$ cat config.mk
export PLATFORM = sky130hd
export DESIGN_NAME = cp0_regfile
export DESIGN_NICKNAME = d
export VERILOG_FILES = /design/src/rtl/cp0_regfile.sv
export SDC_FILE = /design/constraint.sdc
export NUM_CORES = 1
export LEC_CHECK = 0
export BUFFER_PORTS_ARGS = -buffer_cell sky130_fd_sc_hd__buf_4
export CORE_AREA = 2 2 177 179
export CTS_CLUSTER_SIZE = 20
export DETAILED_ROUTE_END_ITERATION = 8
export DIE_AREA = 0 0 179 181
export PLACE_DENSITY = 0.66
export SLEW_MARGIN = 20
export SYNTH_ARGS = -nofsm -noshare
export SYNTH_HDL_FRONTEND = slang
export SYNTH_SLANG_ARGS = --single-unit
$ cat constraint.sdc
create_clock -name clk -period 2.72 [get_ports clk]
set_input_delay 0.272 -clock clk [delete_from_list [all_inputs] [get_ports clk]]
set_output_delay 0.272 -clock clk [all_outputs]
set_load 0.005 [all_outputs]
$ cat src/rtl/cp0_regfile.sv
// CP0 register file: BadVAddr, Count, Compare, Status, Cause, EPC, PRId, EBase.
// Ports: clk/rst_n, hw_int, except_req, MTC0 (we/waddr/wsel/wdata), MFC0 (raddr/rsel/rdata), cp0_regs, interrupt_req, timer_int.
package cp0_pkg;
  typedef struct packed {
    logic        valid;
    logic        eret;
    logic [4:0]  code;
    logic [31:0] extra;
    logic [31:0] pc;
    logic        delayslot;
    logic [31:0] except_vec;
  } except_req_t;

  typedef struct packed {
    logic [31:0] badvaddr;
    logic [31:0] count;
    logic [31:0] compare;
    logic [31:0] status;
    logic [31:0] cause;
    logic [31:0] epc;
    logic [31:0] prid;
    logic [31:0] ebase;
  } cp0_regs_t;
endpackage

module cp0_regfile
  import cp0_pkg::*;
#(
  parameter logic [31:0] CPU_ID    = 32'h0000_4220,
  parameter int          COUNT_DIV = 2
) (
  input  logic        clk,
  input  logic        rst_n,
  input  logic [5:0]  hw_int,
  input  except_req_t except_req,
  input  logic        we,
  input  logic [4:0]  waddr,
  input  logic [2:0]  wsel,
  input  logic [31:0] wdata,
  input  logic [4:0]  raddr,
  input  logic [2:0]  rsel,
  output logic [31:0] rdata,
  output cp0_regs_t   cp0_regs,
  output logic [7:0]  interrupt_req,
  output logic        timer_int
);

  localparam logic [31:0] STATUS_WMASK = 32'h0040_FF07;
  localparam logic [31:0] EBASE_WMASK  = 32'h3FFF_F000;

  logic [31:0] badvaddr;
  logic [31:0] count;
  logic [31:0] compare;
  logic [31:0] status;
  logic [31:0] epc;
  logic [31:0] ebase;
  logic        bd;
  logic        iv;
  logic        ti;
  logic        hw5;
  logic [1:0]  ip_sw;
  logic [4:0]  ip_hw;
  logic [4:0]  exc;
  logic        phase;

  logic [7:0]  ip;
  logic [31:0] cause;
  logic        wr;
  logic        inc;
  logic        cnt_match;
  logic        bva_code;
  logic        unused_vec;

  // except_vec is only meaningful to the fetch redirect, not here
  assign unused_vec = ^except_req.except_vec;

  // exception/ERET commit wins: the whole MTC0 is dropped
  assign wr = we & ~except_req.valid;

  function automatic logic hit(
    input logic [4:0] a, input logic [2:0] s,
    input logic [4:0] ra, input logic [2:0] rs
  );
    return (a == ra) && (s == rs);
  endfunction

  logic w_count, w_compare, w_status;
  logic w_cause, w_epc, w_ebase;
  assign w_count   = wr & hit(waddr, wsel, 5'd9,  3'd0);
  assign w_compare = wr & hit(waddr, wsel, 5'd11, 3'd0);
  assign w_status  = wr & hit(waddr, wsel, 5'd12, 3'd0);
  assign w_cause   = wr & hit(waddr, wsel, 5'd13, 3'd0);
  assign w_epc     = wr & hit(waddr, wsel, 5'd14, 3'd0);
  assign w_ebase   = wr & hit(waddr, wsel, 5'd15, 3'd1);

  // hw_int[5] sample shares IP7 with the sticky timer flag
  assign ip    = {ti | hw5, ip_hw, ip_sw};
  assign cause = {bd, 7'd0, iv, 7'd0, ip, 1'b0, exc, 2'd0};

  assign inc       = (COUNT_DIV == 1) ? 1'b1 : phase;
  assign cnt_match = (count == compare);
  assign bva_code  = except_req.code inside
                     {5'd1, 5'd2, 5'd3, 5'd4, 5'd5};

  always_ff @(posedge clk) begin
    if (!rst_n) begin
      badvaddr <= '0;
      count    <= '0;
      compare  <= '0;
      status   <= 32'h0040_0004;
      epc      <= '0;
      ebase    <= 32'h8000_0000;
      bd       <= 1'b0;
      iv       <= 1'b0;
      ti       <= 1'b0;
      hw5      <= 1'b0;
      ip_sw    <= '0;
      ip_hw    <= '0;
      exc      <= '0;
      phase    <= 1'b0;
    end else begin
      ip_hw <= hw_int[4:0];
      hw5   <= hw_int[5];

      // a Count write restarts the divider and eats this tick
      if (w_count) begin
        count <= wdata;
        phase <= 1'b0;
      end else begin
        if (inc) count <= count + 32'd1;
        phase <= (COUNT_DIV == 1) ? 1'b0 : ~phase;
      end

      if (w_compare) begin
        compare <= wdata;
        ti      <= 1'b0;
      end else if (cnt_match) begin
        ti <= 1'b1;
      end

      if (except_req.valid) begin
        if (except_req.eret) begin
          if (status[2]) status[2] <= 1'b0;
          else           status[1] <= 1'b0;
        end else begin
          if (!status[1]) begin
            epc <= except_req.delayslot ?
                   except_req.pc - 32'd4 : except_req.pc;
            bd  <= except_req.delayslot;
          end
          exc       <= except_req.code;
          status[1] <= 1'b1;
          if (bva_code) badvaddr <= except_req.extra;
        end
      end else begin
        if (w_status)
          status <= (status & ~STATUS_WMASK) |
                    (wdata & STATUS_WMASK);
        if (w_cause) begin
          iv    <= wdata[23];
          ip_sw <= wdata[9:8];
        end
        if (w_epc) epc <= wdata;
        if (w_ebase)
          ebase <= (ebase & ~EBASE_WMASK) |
                   (wdata & EBASE_WMASK);
      end
    end
  end

  always_comb begin
    rdata = '0;
    unique case (1'b1)
      hit(raddr, rsel, 5'd8,  3'd0): rdata = badvaddr;
      hit(raddr, rsel, 5'd9,  3'd0): rdata = count;
      hit(raddr, rsel, 5'd11, 3'd0): rdata = compare;
      hit(raddr, rsel, 5'd12, 3'd0): rdata = status;
      hit(raddr, rsel, 5'd13, 3'd0): rdata = cause;
      hit(raddr, rsel, 5'd14, 3'd0): rdata = epc;
      hit(raddr, rsel, 5'd15, 3'd0): rdata = CPU_ID;
      hit(raddr, rsel, 5'd15, 3'd1): rdata = ebase;
      default: rdata = '0;
    endcase
  end

  assign cp0_regs.badvaddr = badvaddr;
  assign cp0_regs.count    = count;
  assign cp0_regs.compare  = compare;
  assign cp0_regs.status   = status;
  assign cp0_regs.cause    = cause;
  assign cp0_regs.epc      = epc;
  assign cp0_regs.prid     = CPU_ID;
  assign cp0_regs.ebase    = ebase;

  assign interrupt_req = ip & status[15:8];
  assign timer_int     = ip[7];

endmodule

==> results.tsv, run 1 <==
metric	value	unit
worst hold path type	in2reg	
most used cell, CP	buf_4	
CP Cell Sequence	buf_4 > or4_1 > or2_2 > nor2_2 > buf_4 > a221o_1 > buf_4	
Initial DRC Count	848	
Post-Route WL	43.1	mm
Max-cap violations	0	
GP Congestion	0.941	
clock tree from TritonCTS	done	
Setup Buffers After CTS	0	
worst stage delay on the critical path	0.65	ns
TritonCTS Sinks	175	
Synth Area per Inst	8.12	um2
main area contributors after synthesis	dfxtp_1 (35%), buf_4 (6.5%), mux2i_1 (6.3%)	
Die Y	181	um
Synth warnings	0	
top_reg_cell synth	dfxtp_1	
Critical Path Fanout Max	13	
Leak Pwr	5.58	nW
clock slew at the register clock pins of the worst setup and hold paths	0.08	ns
Rows	64	
drt first pass iters	5	
worst hold slack	0.0414	ns
Cell variety after synth	65	
initial antenna violation count	1	
switching pwr	1.58	mW
Buf/Inv on CP	3	
clock period minus worst slack	2.47	ns
Reg2Reg Setup Slack	0.51	ns
RSZ-0062 raised after global routing	false	
cts hold-fix bufs	0	
total negative slack	0	ns
outcome	completed	
FFs w/ async S/R, synth	0	%
Clock power frac	44.3	%
CP max stage cell	or4_1	
I/O Buffers	342	
top cells by instance count after synthesis	dfxtp_1 (175), nand2_1 (147), nor2_1 (99)	
total core area	30300	um2
width of the die	179	um
internal power	4.43	mW
Routed Antenna Nets	0	
routed len/inst	22.3	um
Tot GR Track Use	25.7	%
via count	10300	
CTS root buf	clkbuf_16	
DP HPWL	33.8	mm
kind of critical path	in2out	
Synth Register Bits	175	
worst ir drop on vdd	303	uV
Layout Area Growth over Synthesis	32.9	%
cell area after synthesis	9980	um2
Finished Layout Cells	1931	
Synth area leader	dfxtp_1	
Sw Ratio	26.3	%
Seq pwr share	44.5	%
register area	3500	um2
Fin Clk Skew	0.0125	ns
CTS Buffer Depth	2	
first-pass GRT wire length	61.7	mm
final design utilization	43.7	%
Startpoint Class	input pin	
Overall Power	6.01	mW
CTS H-tree depth	4	
Vias/cell	5.31	
Hold Fails Final Rpt	0	
multi-input gate area in the final layout	5720	um2
Worst EP arrival	2.19	ns
layout cells sized above 1	28.0	%
part of the power in combinational logic	11.2	%
CP top delay family	simple AND/OR/NAND/NOR gates	
Num CTS Buffers	17	
largest net degree at the start of global routing	101	
Initial Util	32.9	%
top-area cell type share of the netlist area	35.1	%
Data required, critical path	2.45	ns
pwr/cell area	453	nW/um2
max-slew violation count	0	
Final Cycle Share	90.7	%
final net count	1684	
CP endpoint kind	output port	
Post-Synthesis Cells	1228	
most common cell in the netlist	dfxtp_1	
Post-CTS Resized	0	
Die ar.	32400	um2
clock latency on the worst-skew pair	0.43	ns
grt ovf	0	
sequential area share after synthesis	35.1	%
Placed Cells	1898	
# fillers	3052	
I/O pin cnt	458	
worst rel slew slack	38.3	%
Setup-failing EPs final	0	
Remaining DRCs	0	
f_max	406	MHz
vias in the first global route	9205	
Post-synth EDFFs	0	
Worst Tran Pin Value	0.924	ns
-- state kept, by name (all words and copies together), names as in the netlist, 2 cells and up --
signal / cells
exc: 5
badvaddr: 32
compare: 32
status: 12
ip_sw: 2
epc: 32
count: 32
ebase: 18
ip_hw: 5
-- stage by stage --
stage / worst slack, ns / instance area (um2)
5_1_grt: 0.184 / 13300
6_report: 0.254 / 13300
4_1_cts: 0.245 / 13300
2_1_floorplan: 0.628 / 10300
3_5_place_dp: 0.262 / 12600
3_3_place_gp: 0.305 / 12600
-- cells in the final DEF (no fill, tap or decap), types with 4 or more instances in the layout --
master,synthesis,routed
buf_4,87,373
dfxtp_1,175,175
nand2_1,147,147
nor2_1,99,98
a21oi_1,88,88
conb_1,2,83
mux2i_1,63,63
xnor2_1,57,57
o21ai_0,47,47
nand3_1,33,33
a22o_1,27,27
a22oi_1,26,26
nand4_1,26,26
xor2_1,25,25
o211ai_1,19,19
a211oi_1,19,19
clkbuf_16,0,17
nor3_1,16,16
and2_1,16,16
a221o_1,14,14
nor4_1,14,14
nand4b_1,10,10
inv_1,10,9
a221oi_1,8,8
or3_1,7,7
and3_1,6,6
nand3b_1,6,6
o22ai_1,6,6
or4_1,5,5
nand2b_1,5,5
a31o_2,5,5
and4_1,5,5
o2bb2ai_1,4,4
nor4b_1,4,4
a21boi_0,4,4
buf_12,0,4
-- worst paths after layout --
path / start / endpoint / depth (start not counted)
worst max-delay path: raddr[0] / rdata[16] / 7
worst min-delay path: hw_int[1] / ip_hw[1] / 2
worst max register to register: status[1] / epc[9] / 6
worst min register to register: ebase[16] / ebase[16] / 2
-- power groups by stage --
stage	logic [mW]	registers, mW	clock network (mW)
2_1_floorplan	0.361	2.71	0
3_3_place_gp	0.656	2.73	0
3_5_place_dp	0.666	2.73	0
4_1_cts	0.668	2.67	2.70
5_1_grt	0.727	2.68	2.81
6_report	0.673	2.67	2.66
-- final cells by class --
| cell class | instances | share of cell area, % |
|---|---|---|
| Clock inverter | 12 | 1.28 |
| Inverter | 10 | 0.302 |
| Multi-Input combinational cell | 940 | 43.1 |
| Tap cell | 396 | 3.74 |
| Antenna cell | 1 | 0.0189 |
| Sequential cell | 175 | 26.4 |
| Timing Repair Buffer | 377 | 21.7 |
| Clock buffer | 20 | 3.44 |
-- logic make-up (layout without fill, tap and decap cells) --
group           after synthesis  count (layout)  synth area share (%)
simple gates                428             428                  21.4
compound gates              282             282                  18.8
buf+inv                     194             419                  10.8
flops                       175             175                  35.1
xor+xnor                     82              82                  7.20
mux                          63              63                  6.32
fa+ha+maj                     2               2                 0.251
other cells                   2              84                0.0753
-- worst register-to-register path, cell delays in order, from the launching register on --
cell and delay (ns):
dfxtp_1 0.39, nand2b_1 0.22, nor2_1 0.14, nor2_2 0.74
buf_4 0.32, a211oi_1 0.06, a31o_2 0.24
-- routing by layer --
metal	track usage, %	part of all wire [%]
met1	36.1	44
met2	39.6	45
met3	4.06	7.5
met4	9.30	3.1
met5	0	0
No activity file was read; power rests on OpenSTA's default activity.
==> inputs of run 2 (changes only) <==
CORE_AREA = 2 2 176 178   (was 2 2 177 179)
DIE_AREA = 0 0 178 180   (was 0 0 179 181)
PLACE_DENSITY = 0.67   (was 0.66)
REMOVE_ABC_BUFFERS = 1   (was not set)
==> results.tsv, run 2 (same netlist as run 1, synthesis figures left out) <==
metric	value	unit	change
outcome	completed		
CP endpoint kind	output port		
Die ar.	32000	um2	-1.1%
layout cells sized above 1	29.3	%	+1.3 points
Routed Antenna Nets	0		unchanged
grt ovf	0		unchanged
part of the power in combinational logic	11.3	%	about the same
Reg2Reg Setup Slack	0.60	ns	+0.09 ns
Placed Cells	1919		+1.1%
Leak Pwr	5.69	nW	+2.0%
f_max	408	MHz	+0.64%
Data required, critical path	2.45	ns	about the same
GRT met3 Usage	6.73	%	+2.7 points
RSZ-0062 raised after global routing	false		
final net count	1705		+1.2%
Rows	64		unchanged
Overall Power	6.02	mW	+0.17%
worst rel slew slack	35.8	%	-2.5 points
initial antenna violation count	0		-1
final design utilization	44.5	%	+0.81 points
Hold Fails Final Rpt	0		unchanged
Buf/Inv on CP	1		-2
Remaining DRCs	0		unchanged
CTS root buf	clkbuf_16		
Clock power frac	44.5	%	+0.2 points
GP Congestion	0.838		-11%
commonest non-fill, non-tap cell in the layout	buf_4		
Worst Slack Setup Final	0.270	ns	+0.0157 ns
CP max stage cell	a221oi_1		
vias in the first global route	9890		+7.4%
routed len/inst	22.9	um	+2.7%
R2R depth	6		unchanged
Setup Buffers After CTS	0		unchanged
via count	10400		+1.2%
clock latency on the worst-skew pair	0.45	ns	+0.02 ns
width of the die	178	um	-0.56%
Critical Path Fanout Max	4		-9
first-pass GRT wire length	64.6	mm	+4.8%
CP Cell Sequence	nor3b_1 > o2111ai_1 > a21oi_1 > a221oi_1 > o21ai_0 > buf_4		
Sw Ratio	26.9	%	+0.60 points
clock period minus worst slack	2.45	ns	-0.0157 ns
pwr/cell area	448	nW/um2	-1.1%
worst min-delay path startpoint	hw_int[4]		
worst hold path type	in2reg		
Vias/cell	5.32		+0.15%
WHS Endpoint	ip_hw[4]		
worst ir drop on vdd	362	uV	+20%
n_diodes	0		-1
total core area	30200	um2	-0.53%
Critical R2R Capture	epc[11]		
Worst EP arrival	2.18	ns	about the same
largest net degree at the start of global routing	66		-35%
grt met2 use	46.3	%	+6.7 points
worst stage delay on the critical path	0.45	ns	-0.20 ns
dpl ws	0.274	ns	+0.0112 ns
kind of critical path	reg2out		
commonest non-fill, non-tap cells in the layout	buf_4 (393), dfxtp_1 (175), nand2_1 (147)		
GR peak layer	met2		
Initial DRC Count	788		-7.1%
cts hold-fix bufs	0		unchanged
Hold Path Cell Cnt	2		unchanged
Fin Clk Skew	0.0202	ns	+0.00775 ns
Post-CTS Resized	0		unchanged
clock slew at the register clock pins of the worst setup and hold paths	0.08	ns	about the same
DP HPWL	33.6	mm	-0.68%
Finished Layout Cells	1951		+1.0%
clock tree from TritonCTS	done		
Setup-failing EPs final	0		unchanged
I/O pin cnt	458		unchanged
Tot GR Track Use	27.3	%	+1.5 points
Max-cap violations	0		unchanged
Post-Route WL	44.7	mm	+3.7%
switching pwr	1.62	mW	+2.5%
I/O Buffers	342		unchanged
CTS H-tree depth	4		unchanged
launching point of the worst reg2reg path	status[1]		
Startpoint Class	flip-flop		
Layout Area Growth over Synthesis	34.7	%	
met1 Usage GRT	34.5	%	-1.6 points
Die Y	180	um	-0.55%
Seq pwr share	44.2	%	-0.3 points
max-slew violation count	0		unchanged
CTS Buffer Depth	2		unchanged
TritonCTS Sinks	175		unchanged
CP top delay family	compound AO/OA/AOI/OAI gates		
internal power	4.40	mW	-0.64%
Worst Tran Pin Value	0.963	ns	+0.0382 ns
Num CTS Buffers	17		unchanged
Final Cycle Share	90.1	%	-0.58 points
stages on the worst setup path	6		-1
Initial Util	33.0	%	+0.17 points
drt first pass iters	5		unchanged
run 2: changes by cell type in the layout (fill, tap and decap cells not counted), sizes merged:
cell	change
buf	+21
clkbuf	-2
clkinv	+2
diode	-1
run 2: how the worst max path moves through the flow:
stage | startpoint | slack, ns | end
floorplan | waddr[4] | -0.16 | compare[0]
global placement | wsel[0] | 0.34 | epc[27]
detailed placement | wsel[0] | 0.27 | epc[30]
CTS | status[14] | 0.34 | rdata[14]
global route | rsel[1] | 0.24 | rdata[22]
finish | status[14] | 0.27 | rdata[14]
run 2: worst register-to-register path, stage by stage (launching register included):
cell and delay, ns:
dfxtp_1 0.37, nand2b_1 0.22, nor2_1 0.12, nor2_2 0.76, buf_12 0.27, a211oi_1 0.06, a31o_2 0.22
run 2: stage by stage:
stage / area, um2 / setup TNS, ns / hold slack (ns)
after floorplan: 9240 / -7.84 / 0.334
after global placement: 12800 / 0 / 0.458
after detailed placement: 12800 / 0 / 0.462
after CTS: 13400 / 0 / 0.0150
after global routing: 13400 / 0 / 0.0294
final: 13400 / 0 / 0.0261
run 2: metal layers:
metal | routed length [um] | vias up
li1 | - | 4830
met2 | 21700 | 482
met4 | 820 | 0
met5 | 0 | -
met3 | 3820 | 44
met1 | 18300 | 5019
run 2: final cells by class:
| cell class | instances | area (um2) |
|---|---|---|
| clock buffer | 18 | 439 |
| clock inverter | 14 | 179 |
| fill | 3102 | 16700 |
| inverter | 10 | 40.0 |
| multi-input combinational | 940 | 5730 |
| sequential | 175 | 3500 |
| tap | 396 | 495 |
| timing repair buffer | 398 | 3050 |
run 2: power by group through the flow:
stage | clock [mW] | combinational [mW] | sequential, mW
6_report | 2.68 | 0.681 | 2.66
5_1_grt | 2.82 | 0.739 | 2.67
4_1_cts | 2.72 | 0.676 | 2.66
3_5_place_dp | 0 | 0.675 | 2.72
3_3_place_gp | 0 | 0.666 | 2.72
2_1_floorplan | 0 | 0.224 | 2.71
